### src/rtl/rcpu_mem_arbiter_if.sv
// Bus bundle between the RCPU core, the boot loader and the single-port program/data RAM.
// The arbiter uses the slave view; the surrounding system (core, loader, RAM) uses the master view.
interface rcpu_mem_arbiter_if #(
    parameter int DATA_W = 16,
    parameter int ADDR_W = 16
);
    logic              cpu_resetq;
    logic              cpu_hold;
    logic              cpu_re;
    logic [ADDR_W-1:0] cpu_raddr;
    logic              cpu_we;
    logic [ADDR_W-1:0] cpu_waddr;
    logic [DATA_W-1:0] cpu_wdata;
    logic [DATA_W-1:0] cpu_rdata;

    logic              ldr_req;
    logic              ldr_we;
    logic [ADDR_W-1:0] ldr_addr;
    logic [DATA_W-1:0] ldr_wdata;
    logic              ldr_gnt;
    logic              ldr_rvalid;
    logic [DATA_W-1:0] ldr_rdata;
    logic              ldr_done;
    logic              ldr_halt;

    logic              ram_en;
    logic              ram_we;
    logic [ADDR_W-1:0] ram_addr;
    logic [DATA_W-1:0] ram_wdata;
    logic [DATA_W-1:0] ram_rdata;

    modport slave (
        output cpu_resetq, cpu_hold, cpu_rdata,
        input  cpu_re, cpu_raddr, cpu_we, cpu_waddr, cpu_wdata,
        input  ldr_req, ldr_we, ldr_addr, ldr_wdata, ldr_done, ldr_halt,
        output ldr_gnt, ldr_rvalid, ldr_rdata,
        output ram_en, ram_we, ram_addr, ram_wdata,
        input  ram_rdata
    );

    modport master (
        input  cpu_resetq, cpu_hold, cpu_rdata,
        output cpu_re, cpu_raddr, cpu_we, cpu_waddr, cpu_wdata,
        output ldr_req, ldr_we, ldr_addr, ldr_wdata, ldr_done, ldr_halt,
        input  ldr_gnt, ldr_rvalid, ldr_rdata,
        input  ram_en, ram_we, ram_addr, ram_wdata,
        output ram_rdata
    );
endinterface

### src/rtl/rcpu_mem_arbiter.sv
// Shares the program/data RAM between the RCPU core and the boot loader, and owns the core reset.
// LOAD keeps the core in reset; RUN gives the core priority; STEAL forces one loader cycle.
module rcpu_mem_arbiter #(
    parameter int STARVE_LIMIT = 8,
    parameter int DATA_W       = 16,
    parameter int ADDR_W       = 16
) (
    input  logic                 clk,
    input  logic                 resetq,
    rcpu_mem_arbiter_if.slave    bus
);

    localparam int CNT_W = $clog2(STARVE_LIMIT + 1);
    localparam logic [CNT_W-1:0] LIMIT = CNT_W'(STARVE_LIMIT);

    typedef enum logic [1:0] {
        S_LOAD  = 2'd0,
        S_RUN   = 2'd1,
        S_STEAL = 2'd2
    } state_t;

    state_t            state_q, state_d;
    logic [CNT_W-1:0]  cnt_q, cnt_d;

    logic              gnt;
    logic              en;
    logic              we;
    logic [ADDR_W-1:0] addr;
    logic [DATA_W-1:0] wdata;

    logic              vld_p1;
    logic              ldr_own_p1;
    logic [DATA_W-1:0] cpu_rdata_p1;
    logic              cpu_rvld;

    // Next state, RAM port drive and starvation count; everything idles while resetq is low.
    always_comb begin
        state_d = state_q;
        cnt_d   = cnt_q;
        gnt     = 1'b0;
        en      = 1'b0;
        we      = 1'b0;
        addr    = '0;
        wdata   = '0;
        if (resetq) begin
            case (state_q)
                S_LOAD: begin
                    cnt_d = '0;
                    if (bus.ldr_req) begin
                        gnt   = 1'b1;
                        en    = 1'b1;
                        we    = bus.ldr_we;
                        addr  = bus.ldr_addr;
                        wdata = bus.ldr_wdata;
                    end
                    if (bus.ldr_done) state_d = S_RUN;
                end
                S_RUN: begin
                    if (bus.cpu_we) begin
                        en    = 1'b1;
                        we    = 1'b1;
                        addr  = bus.cpu_waddr;
                        wdata = bus.cpu_wdata;
                    end else if (bus.cpu_re) begin
                        en    = 1'b1;
                        addr  = bus.cpu_raddr;
                    end else if (bus.ldr_req) begin
                        gnt   = 1'b1;
                        en    = 1'b1;
                        we    = bus.ldr_we;
                        addr  = bus.ldr_addr;
                        wdata = bus.ldr_wdata;
                    end
                    if (gnt) cnt_d = '0;
                    else if (bus.ldr_req && (cnt_q != LIMIT)) cnt_d = cnt_q + CNT_W'(1);
                    if (bus.ldr_halt) begin
                        state_d = S_LOAD;
                        cnt_d   = '0;
                    end else if (cnt_d == LIMIT) begin
                        state_d = S_STEAL;
                    end
                end
                S_STEAL: begin
                    cnt_d = '0;
                    if (bus.ldr_req) begin
                        gnt   = 1'b1;
                        en    = 1'b1;
                        we    = bus.ldr_we;
                        addr  = bus.ldr_addr;
                        wdata = bus.ldr_wdata;
                    end
                    state_d = bus.ldr_halt ? S_LOAD : S_RUN;
                end
                default: state_d = S_LOAD;
            endcase
        end
    end

    always_ff @(posedge clk or negedge resetq) begin
        if (!resetq) begin
            state_q <= S_LOAD;
            cnt_q   <= '0;
        end else begin
            state_q <= state_d;
            cnt_q   <= cnt_d;
        end
    end

    // Stage p1: RAM read data returns; steer it by who owned the read.
    always_ff @(posedge clk or negedge resetq) begin
        if (!resetq) begin
            vld_p1       <= 1'b0;
            ldr_own_p1   <= 1'b0;
            cpu_rdata_p1 <= '0;
        end else begin
            vld_p1       <= en & ~we;
            ldr_own_p1   <= gnt;
            cpu_rdata_p1 <= bus.cpu_rdata;
        end
    end

    assign cpu_rvld       = vld_p1 & ~ldr_own_p1;

    assign bus.cpu_rdata  = cpu_rvld ? bus.ram_rdata : cpu_rdata_p1;
    assign bus.ldr_rvalid = vld_p1 & ldr_own_p1;
    assign bus.ldr_rdata  = bus.ldr_rvalid ? bus.ram_rdata : '0;

    assign bus.cpu_resetq = (state_q != S_LOAD);
    assign bus.cpu_hold   = (state_q == S_STEAL);
    assign bus.ldr_gnt    = gnt;
    assign bus.ram_en     = en;
    assign bus.ram_we     = we;
    assign bus.ram_addr   = addr;
    assign bus.ram_wdata  = wdata;

endmodule

### src/flat_wrapper.sv
// flat-port wrapper written by rule: the top's interface ports become plain ports
module rcpu_mem_arbiter_flat 
#(
    parameter int STARVE_LIMIT = 8,
    parameter int DATA_W       = 16,
    parameter int ADDR_W       = 16
)
  (clk, resetq, bus_cpu_resetq, bus_cpu_hold, bus_cpu_rdata, bus_cpu_re, bus_cpu_raddr, bus_cpu_we, bus_cpu_waddr, bus_cpu_wdata, bus_ldr_req, bus_ldr_we, bus_ldr_addr, bus_ldr_wdata, bus_ldr_done, bus_ldr_halt, bus_ldr_gnt, bus_ldr_rvalid, bus_ldr_rdata, bus_ram_en, bus_ram_we, bus_ram_addr, bus_ram_wdata, bus_ram_rdata);
  rcpu_mem_arbiter_if #(.DATA_W(DATA_W), .ADDR_W(ADDR_W)) bus_i ();
  input  logic clk;
  input  logic resetq;
  output wire logic [$bits(bus_i.cpu_resetq)-1:0] bus_cpu_resetq;
  output wire logic [$bits(bus_i.cpu_hold)-1:0] bus_cpu_hold;
  output wire logic [$bits(bus_i.cpu_rdata)-1:0] bus_cpu_rdata;
  input wire logic [$bits(bus_i.cpu_re)-1:0] bus_cpu_re;
  input wire logic [$bits(bus_i.cpu_raddr)-1:0] bus_cpu_raddr;
  input wire logic [$bits(bus_i.cpu_we)-1:0] bus_cpu_we;
  input wire logic [$bits(bus_i.cpu_waddr)-1:0] bus_cpu_waddr;
  input wire logic [$bits(bus_i.cpu_wdata)-1:0] bus_cpu_wdata;
  input wire logic [$bits(bus_i.ldr_req)-1:0] bus_ldr_req;
  input wire logic [$bits(bus_i.ldr_we)-1:0] bus_ldr_we;
  input wire logic [$bits(bus_i.ldr_addr)-1:0] bus_ldr_addr;
  input wire logic [$bits(bus_i.ldr_wdata)-1:0] bus_ldr_wdata;
  input wire logic [$bits(bus_i.ldr_done)-1:0] bus_ldr_done;
  input wire logic [$bits(bus_i.ldr_halt)-1:0] bus_ldr_halt;
  output wire logic [$bits(bus_i.ldr_gnt)-1:0] bus_ldr_gnt;
  output wire logic [$bits(bus_i.ldr_rvalid)-1:0] bus_ldr_rvalid;
  output wire logic [$bits(bus_i.ldr_rdata)-1:0] bus_ldr_rdata;
  output wire logic [$bits(bus_i.ram_en)-1:0] bus_ram_en;
  output wire logic [$bits(bus_i.ram_we)-1:0] bus_ram_we;
  output wire logic [$bits(bus_i.ram_addr)-1:0] bus_ram_addr;
  output wire logic [$bits(bus_i.ram_wdata)-1:0] bus_ram_wdata;
  input wire logic [$bits(bus_i.ram_rdata)-1:0] bus_ram_rdata;
  assign bus_cpu_resetq = bus_i.cpu_resetq;
  assign bus_cpu_hold = bus_i.cpu_hold;
  assign bus_cpu_rdata = bus_i.cpu_rdata;
  assign bus_i.cpu_re = bus_cpu_re;
  assign bus_i.cpu_raddr = bus_cpu_raddr;
  assign bus_i.cpu_we = bus_cpu_we;
  assign bus_i.cpu_waddr = bus_cpu_waddr;
  assign bus_i.cpu_wdata = bus_cpu_wdata;
  assign bus_i.ldr_req = bus_ldr_req;
  assign bus_i.ldr_we = bus_ldr_we;
  assign bus_i.ldr_addr = bus_ldr_addr;
  assign bus_i.ldr_wdata = bus_ldr_wdata;
  assign bus_i.ldr_done = bus_ldr_done;
  assign bus_i.ldr_halt = bus_ldr_halt;
  assign bus_ldr_gnt = bus_i.ldr_gnt;
  assign bus_ldr_rvalid = bus_i.ldr_rvalid;
  assign bus_ldr_rdata = bus_i.ldr_rdata;
  assign bus_ram_en = bus_i.ram_en;
  assign bus_ram_we = bus_i.ram_we;
  assign bus_ram_addr = bus_i.ram_addr;
  assign bus_ram_wdata = bus_i.ram_wdata;
  assign bus_i.ram_rdata = bus_ram_rdata;
  rcpu_mem_arbiter #(.STARVE_LIMIT(STARVE_LIMIT), .DATA_W(DATA_W), .ADDR_W(ADDR_W)) u_core (.clk(clk), .resetq(resetq), .bus(bus_i));
endmodule
### config.mk
export PLATFORM = sky130hd
export DESIGN_NAME = rcpu_mem_arbiter_flat
export DESIGN_NICKNAME = d
export VERILOG_FILES = /design/src/rtl/rcpu_mem_arbiter_if.sv /design/src/rtl/rcpu_mem_arbiter.sv /design/src/flat_wrapper.sv
export SDC_FILE = /design/constraint.sdc
export NUM_CORES = 1
export LEC_CHECK = 0
export ABC_AREA = 1
export CAP_MARGIN = 40
export CORE_ASPECT_RATIO = 1.25
export CORE_UTILIZATION = 34
export CTS_CLUSTER_SIZE = 14
export DETAILED_ROUTE_END_ITERATION = 8
export PLACE_DENSITY = 0.83
export SKIP_CTS_REPAIR_TIMING = 1
export SYNTH_ARGS = -nofsm -noshare
export SYNTH_HDL_FRONTEND = slang
export SYNTH_SLANG_ARGS = --single-unit
### constraint.sdc
create_clock -name clk -period 2.63 [get_ports clk]
set_clock_uncertainty 0.2 [all_clocks]
set_input_delay 0.789 -clock clk [delete_from_list [all_inputs] [get_ports clk]]
set_output_delay 0.789 -clock clk [all_outputs]
set_load 0.02 [all_outputs]
* Yosys cells after proc, flatten, opt, wreduce, memory -nomap -nowiden
Cells that the tools add are included.
** Storage, ports and cells
- Bits in registers :: 24
- Output and inout port bits :: 70
- Logic and storage cells :: 63
** Operators by class
- $add $sub $neg :: 1
- Equal/unequal tests :: 6
- Muxes and demuxes :: 39
- Bitwise operators :: 5
- Reduce and logical (&&, ||, !) cells :: 7
** Operators with widths (count)
- 2-to-1 mux 16 bit :: 10
- case mux 16 bit (2 select lines) :: 2
- 2-to-1 mux 4 bit :: 5
- 2-to-1 mux 1 bit :: 14
- case mux 4 bit (2 select lines) :: 1
- 2-to-1 mux 2 bit :: 3
- case mux 1 bit (2 select lines) :: 3
- case mux 2 bit (3 select lines) :: 1
- adder 4 x 1 -> 4 bit (second input constant) :: 1
- == test 4 bit (second input constant) :: 1
- inequality test 4 bit (second input constant) :: 1
- nonzero test 2 bit :: 2
- bitwise AND 1 bit :: 3
- inequality test 3 x 2 -> 1 bit (second input constant) :: 1
- AND reduction 3 bit :: 1
- == test 2 x 1 -> 1 bit (second input constant) :: 1
- == test 2 bit (second input constant) :: 1
- zero test 2 bit :: 1
- inequality test 2 bit (second input constant) :: 1
- NOT 1 bit :: 2
- AND reduction 2 bit :: 1
- OR reduction 2 bit :: 1
- logical AND 1 bit :: 1

* Depth between registers and ports, before layout
- Depth after elaboration :: 12
- Depth in mapped cells :: 12
- Gate-level depth less buffers :: 12

* Least setup slack after synthesis
Ideal clock, no wire load.
- Kind :: input port to output port
- Start :: input bus_cpu_we
- End :: output bus_ram_addr[10]
- Arrival :: 1.876 ns
- Path slack :: -0.235 ns
- Stages on the path :: 5
- Cell sequence :: buf_4 inv_2 clkbuf_1 o21ai_1 a221oi_2
** Between the ends
- Cells in the longest elaborated chain, start to end :: 3
** RTL lines
- from (decl) :: RTL line flat_wrapper.sv:17 : input wire logic [$bits(bus_i.cpu_we)-1:0] bus_cpu_we;
- 2-to-1 mux 16 bit :: RTL line rcpu_mem_arbiter.sv:59 : if (bus.cpu_we) begin
- case mux 16 bit (2 select lines) :: RTL line rcpu_mem_arbiter.sv:46 : case (state_q)
- 2-to-1 mux 16 bit :: RTL line rcpu_mem_arbiter.sv:45 : if (resetq) begin
- to (decl) :: RTL line flat_wrapper.sv:31 : output wire logic [$bits(bus_i.ram_addr)-1:0] bus_ram_addr;
Every way passes these cells.

* Worst setup path after layout
- Start :: input bus_cpu_re
- End :: output bus_ram_we
** Between the ends
- Cells in the longest elaborated chain, start to end :: 4
** RTL lines
- from (decl) :: RTL line flat_wrapper.sv:15 : input wire logic [$bits(bus_i.cpu_re)-1:0] bus_cpu_re;
- 2-to-1 mux 1 bit :: RTL line rcpu_mem_arbiter.sv:64 : end else if (bus.cpu_re) begin
- 2-to-1 mux 1 bit :: RTL line rcpu_mem_arbiter.sv:59
- case mux 1 bit (2 select lines) :: RTL line rcpu_mem_arbiter.sv:46
- 2-to-1 mux 1 bit :: RTL line rcpu_mem_arbiter.sv:45
- to (decl) :: RTL line flat_wrapper.sv:30 : output wire logic [$bits(bus_i.ram_we)-1:0] bus_ram_we;
Every way passes these cells.

==> results.md <==
* Outcome: finished with violations
* Failing checks: negative setup slack
* Largest fanout on the critical path at 8
* Startpoint types: input port
* Critical path's largest stage delay at 0.23 ns
* Post-layout net count at 640
* Distinct cells, synth at 34
* Syn nets at 420
* Most used cell, CP: buf_6
* PortBufs at roughly 170
* Hold-critical path endpoint: u_core.cpu_rdata_p1[11]$_DFF_PN0_
* Setup Total Neg Slack at -6.995 ns
* Synthesized flop and latch total at 24
* Largest net degree at the start of global routing at 33
* Switch share at 0.4625
* Routability cong. at between 0.7 and 0.8
* CP Data Arrival Time at approximately 2.0 ns
* Synth Area in Simple Gates at 0.3001
* Static leakage at 2.572 nW
* CTS H-tree depth at 1
* Adder-cell share of the synthesized area at 0.01145
* Post-detail-place hpwl at about 7200 µm
* Clock sink count at 24
* R2r startpoint: u_core.state_q[0]$_DFFE_PN0P_
* GR Util All Layers at 0.2549
* Net Sw Power at between 1.5 and 2 mW
* Num ports at ~170
* Sequential power share at 0.151
* Post-Place Worst Slack at -1.132 ns
* Die Span Y at 91.62 µm
* Comb pwr share at 0.785
* Placed Area at about 4700 µm²
* Routed len/inst at between 15 and 20 µm
* Power Density at approximately 730 nW/µm²
* Crit share post-route at 1.130
* Max clock buf depth at 2
* Max-slew violation count at 0
* Number of nets still failing antenna checks after routing at 0
* Required @ worst endpoint at roughly 1.6 ns
* Starting density of the core at 0.3520
* Drt drc at 0
* Number of iterations in the first detailed-routing pass at 5
* Vias in the first global route at 3076
* DR vias at around 3200
* Remaining Overflow, GRT at 0
* Hold wc startpoint: u_core.cpu_rdata_p1[11]$_DFF_PN0_
* Sequential area share after synthesis at 0.2749
* Largest family of logic cells by synthesized area: simple AND/OR/NAND/NOR gates
* Die ar. at a little under 7000 µm²
* Max VDD drop at about 0.0007 V
* Critical R2R Capture: u_core.vld_p1$_DFF_PN0_
* Max Freq at roughly 340 MHz
* Setup crit end kind: output pin
* Synthesis Warnings at 0
* Clock transition at the registers of the reported paths at about 0.08 ns
* Ratio of cells with drive above 1 in the final layout at 0.5028
* Most common cell after layout, fill and taps aside: clkdlybuf4s50_1
* Hold crit path type: flop to flop
* CTS tree: built
* Gate count after technology mapping at ~310
* Finished Cell Area at between 5000 and 6000 µm²
* Area grow syn2layout at 144.6%
* Slew @ Worst Pin at ~0.50 ns
* Non-filler cells, final at 618
* Worst reg2reg setup slack at roughly 0.61 ns
* 1st-iter DRT viols at about 120
* Core Box Area at 6206 µm²
* MaxCap Viol Count at 0
* Dpl cells at about 600
* FF-to-FF path depth at 11
* Average size of a mapped cell at a little under 7 µm²
* Clk root buf: clkbuf_8
* CP Class: input port to output pin
* Die X at about 74 µm
* Fin crit period at a little under 3 ns
* Post-Synth XOR/XNOR Area at 0
* Mux contribution to synthesized area at 0
* Synth Cell Area at between 2000 and 2500 µm²
* Global-route wire length before repair at 13700 µm
* Row count at 32
* Compound-gate portion of the synthesized area at 0.2944
* Most frequent cells in the layout: clkdlybuf4s50_1, nand2_1, buf_4, buf_6, dfrtp_1
* Pint at 2.096 mW
* ANT cells at 0
* Via/cell ratio at roughly 5.2
* Clock insertion delay at the later pin of the skew report at roughly 0.27 ns
* Wirelength, routed at ~11000 µm
* Clock share of power at 0.065
* WHS Path Cells at 2
* Final Hold Viols at 0
* Power Total at between 3 and 4 mW
* Setup-failing EPs final at 37
* TritonCTS Buffers at 3
* Slew headroom at 0.6697
* Unrepaired setup endpoints after global routing: yes
* PnR worst setup slack at -0.3410 ns
* Crit-path cells: buf_8 -> buf_6 -> a21oi_4 -> clkbuf_16 -> buf_6 -> a31oi_4 -> nor2_2 -> buf_6
* Antenna violations before repair at 0
* Critical path's slowest cell: clkbuf_16
metal layers:
metal	track usage	vias to the layer above	wire length (µm)
li1	-	1495	-
met1	0.2495	1530	3709
met2	0.4985	174	5915
met3	0.05934	33	950
met4	0.08974	0	479
met5	0	-	0
worst max-delay path, delay by kind of cell:
kind	cells	cell delay (ns)
simple gates	1	0.18
compound gates	2	0.30
buf+inv	5	0.70
worst max-delay path by stage:
stage                       from                end  slack [ns]  depth (start not counted)
2_1_floorplan         bus_cpu_re  bus_ram_wdata[10]       -0.08                          9
3_3_place_gp          bus_cpu_re   bus_ram_wdata[0]       -1.11                          9
3_5_place_dp         bus_ldr_req    bus_ram_addr[8]       -1.13                          7
4_1_cts              bus_ldr_req    bus_ram_addr[8]       -1.13                          7
5_1_grt        bus_cpu_waddr[10]   bus_ram_addr[10]       -0.37                          4
6_report              bus_cpu_re         bus_ram_we       -0.34                          8
registers in the layout (all words and copies together) (netlist names):
| register | count |
|---|---|
| u_core.vld_p1 | 1 |
| u_core.ldr_own_p1 | 1 |
| u_core.state_q | 2 |
| u_core.cnt_q | 4 |
| u_core.cpu_rdata_p1 | 16 |
synth_stat cells:
| master | n | area [µm²] |
|---|---|---|
| dfrtp_1 | 24 | 600.6 |
| buf_4 | 3 | 22.52 |
| a221oi_2 | 10 | 150.1 |
| buf_6 | 2 | 22.52 |
| o21ai_1 | 10 | 50.05 |
| nand3_2 | 1 | 10.01 |
| nor2_4 | 2 | 22.52 |
| a21oi_2 | 10 | 87.58 |
| o21bai_2 | 1 | 11.26 |
| a31oi_1 | 1 | 6.260 |
| nand3b_1 | 1 | 7.510 |
| inv_4 | 3 | 18.77 |
| o21ai_0 | 24 | 120.1 |
| nand3_1 | 10 | 50.05 |
| nor2_8 | 2 | 40.04 |
| inv_2 | 4 | 15.01 |
| ha_1 | 2 | 25.02 |
| nand2_1 | 86 | 322.8 |
| o32ai_1 | 1 | 8.760 |
| a22o_1 | 3 | 26.28 |
| buf_1 | 1 | 3.750 |
| buf_2 | 3 | 15.01 |
| a21oi_1 | 20 | 100.1 |
| buf_12 | 1 | 20.02 |
| nand4_1 | 3 | 18.77 |
| nand2_2 | 12 | 75.07 |
| nor2_2 | 3 | 18.77 |
| a21oi_4 | 1 | 16.27 |
| clkbuf_1 | 8 | 30.03 |
| a22oi_1 | 1 | 7.510 |
| o22ai_1 | 1 | 6.260 |
| nor2_1 | 24 | 90.09 |
| inv_1 | 30 | 112.6 |
| a221oi_1 | 6 | 52.55 |
through the flow:
| step | hold slack, ns | util |
|---|---|---|
| 2_1_floorplan | 0.2934 | - |
| 3_3_place_gp | 0.2753 | 0.7518 |
| 3_5_place_dp | 0.2848 | 0.7518 |
| 4_1_cts | 0.3061 | 0.7607 |
| 5_1_grt | 0.2993 | 0.8611 |
| 6_report | 0.2823 | 0.8611 |
cell families (layout without fill, tap and decap cells):
logic type | Yosys count | in the layout
simple gates | 144 | 144
compound gates | 89 | 89
buf+inv | 55 | 274
flops | 24 | 24
fa+ha+maj | 2 | 2
cell type report:
| type | count | area [µm²] |
|---|---|---|
| Clock buffer | 4 | 55.05 |
| Fill cell | 314 | 862.1 |
| Inverter | 37 | 163.9 |
| Multi-Input combinational cell | 235 | 1947 |
| Sequential cell | 24 | 600.6 |
| Tap cell | 85 | 106.4 |
| Timing Repair Buffer | 232 | 2462 |
| Timing Repair inverter | 1 | 8.758 |
power groups by stage:
stage | Sequential, mW | Combinational, mW | Clock [mW]
floorplan | 0.575 | 1.39 | 0
global placement | 0.582 | 2.43 | 0
detailed placement | 0.593 | 2.48 | 0
CTS | 0.588 | 2.50 | 0.257
global route | 0.598 | 3.22 | 0.272
finish | 0.587 | 3.06 | 0.253
Power figures use the tool's default switching activity.
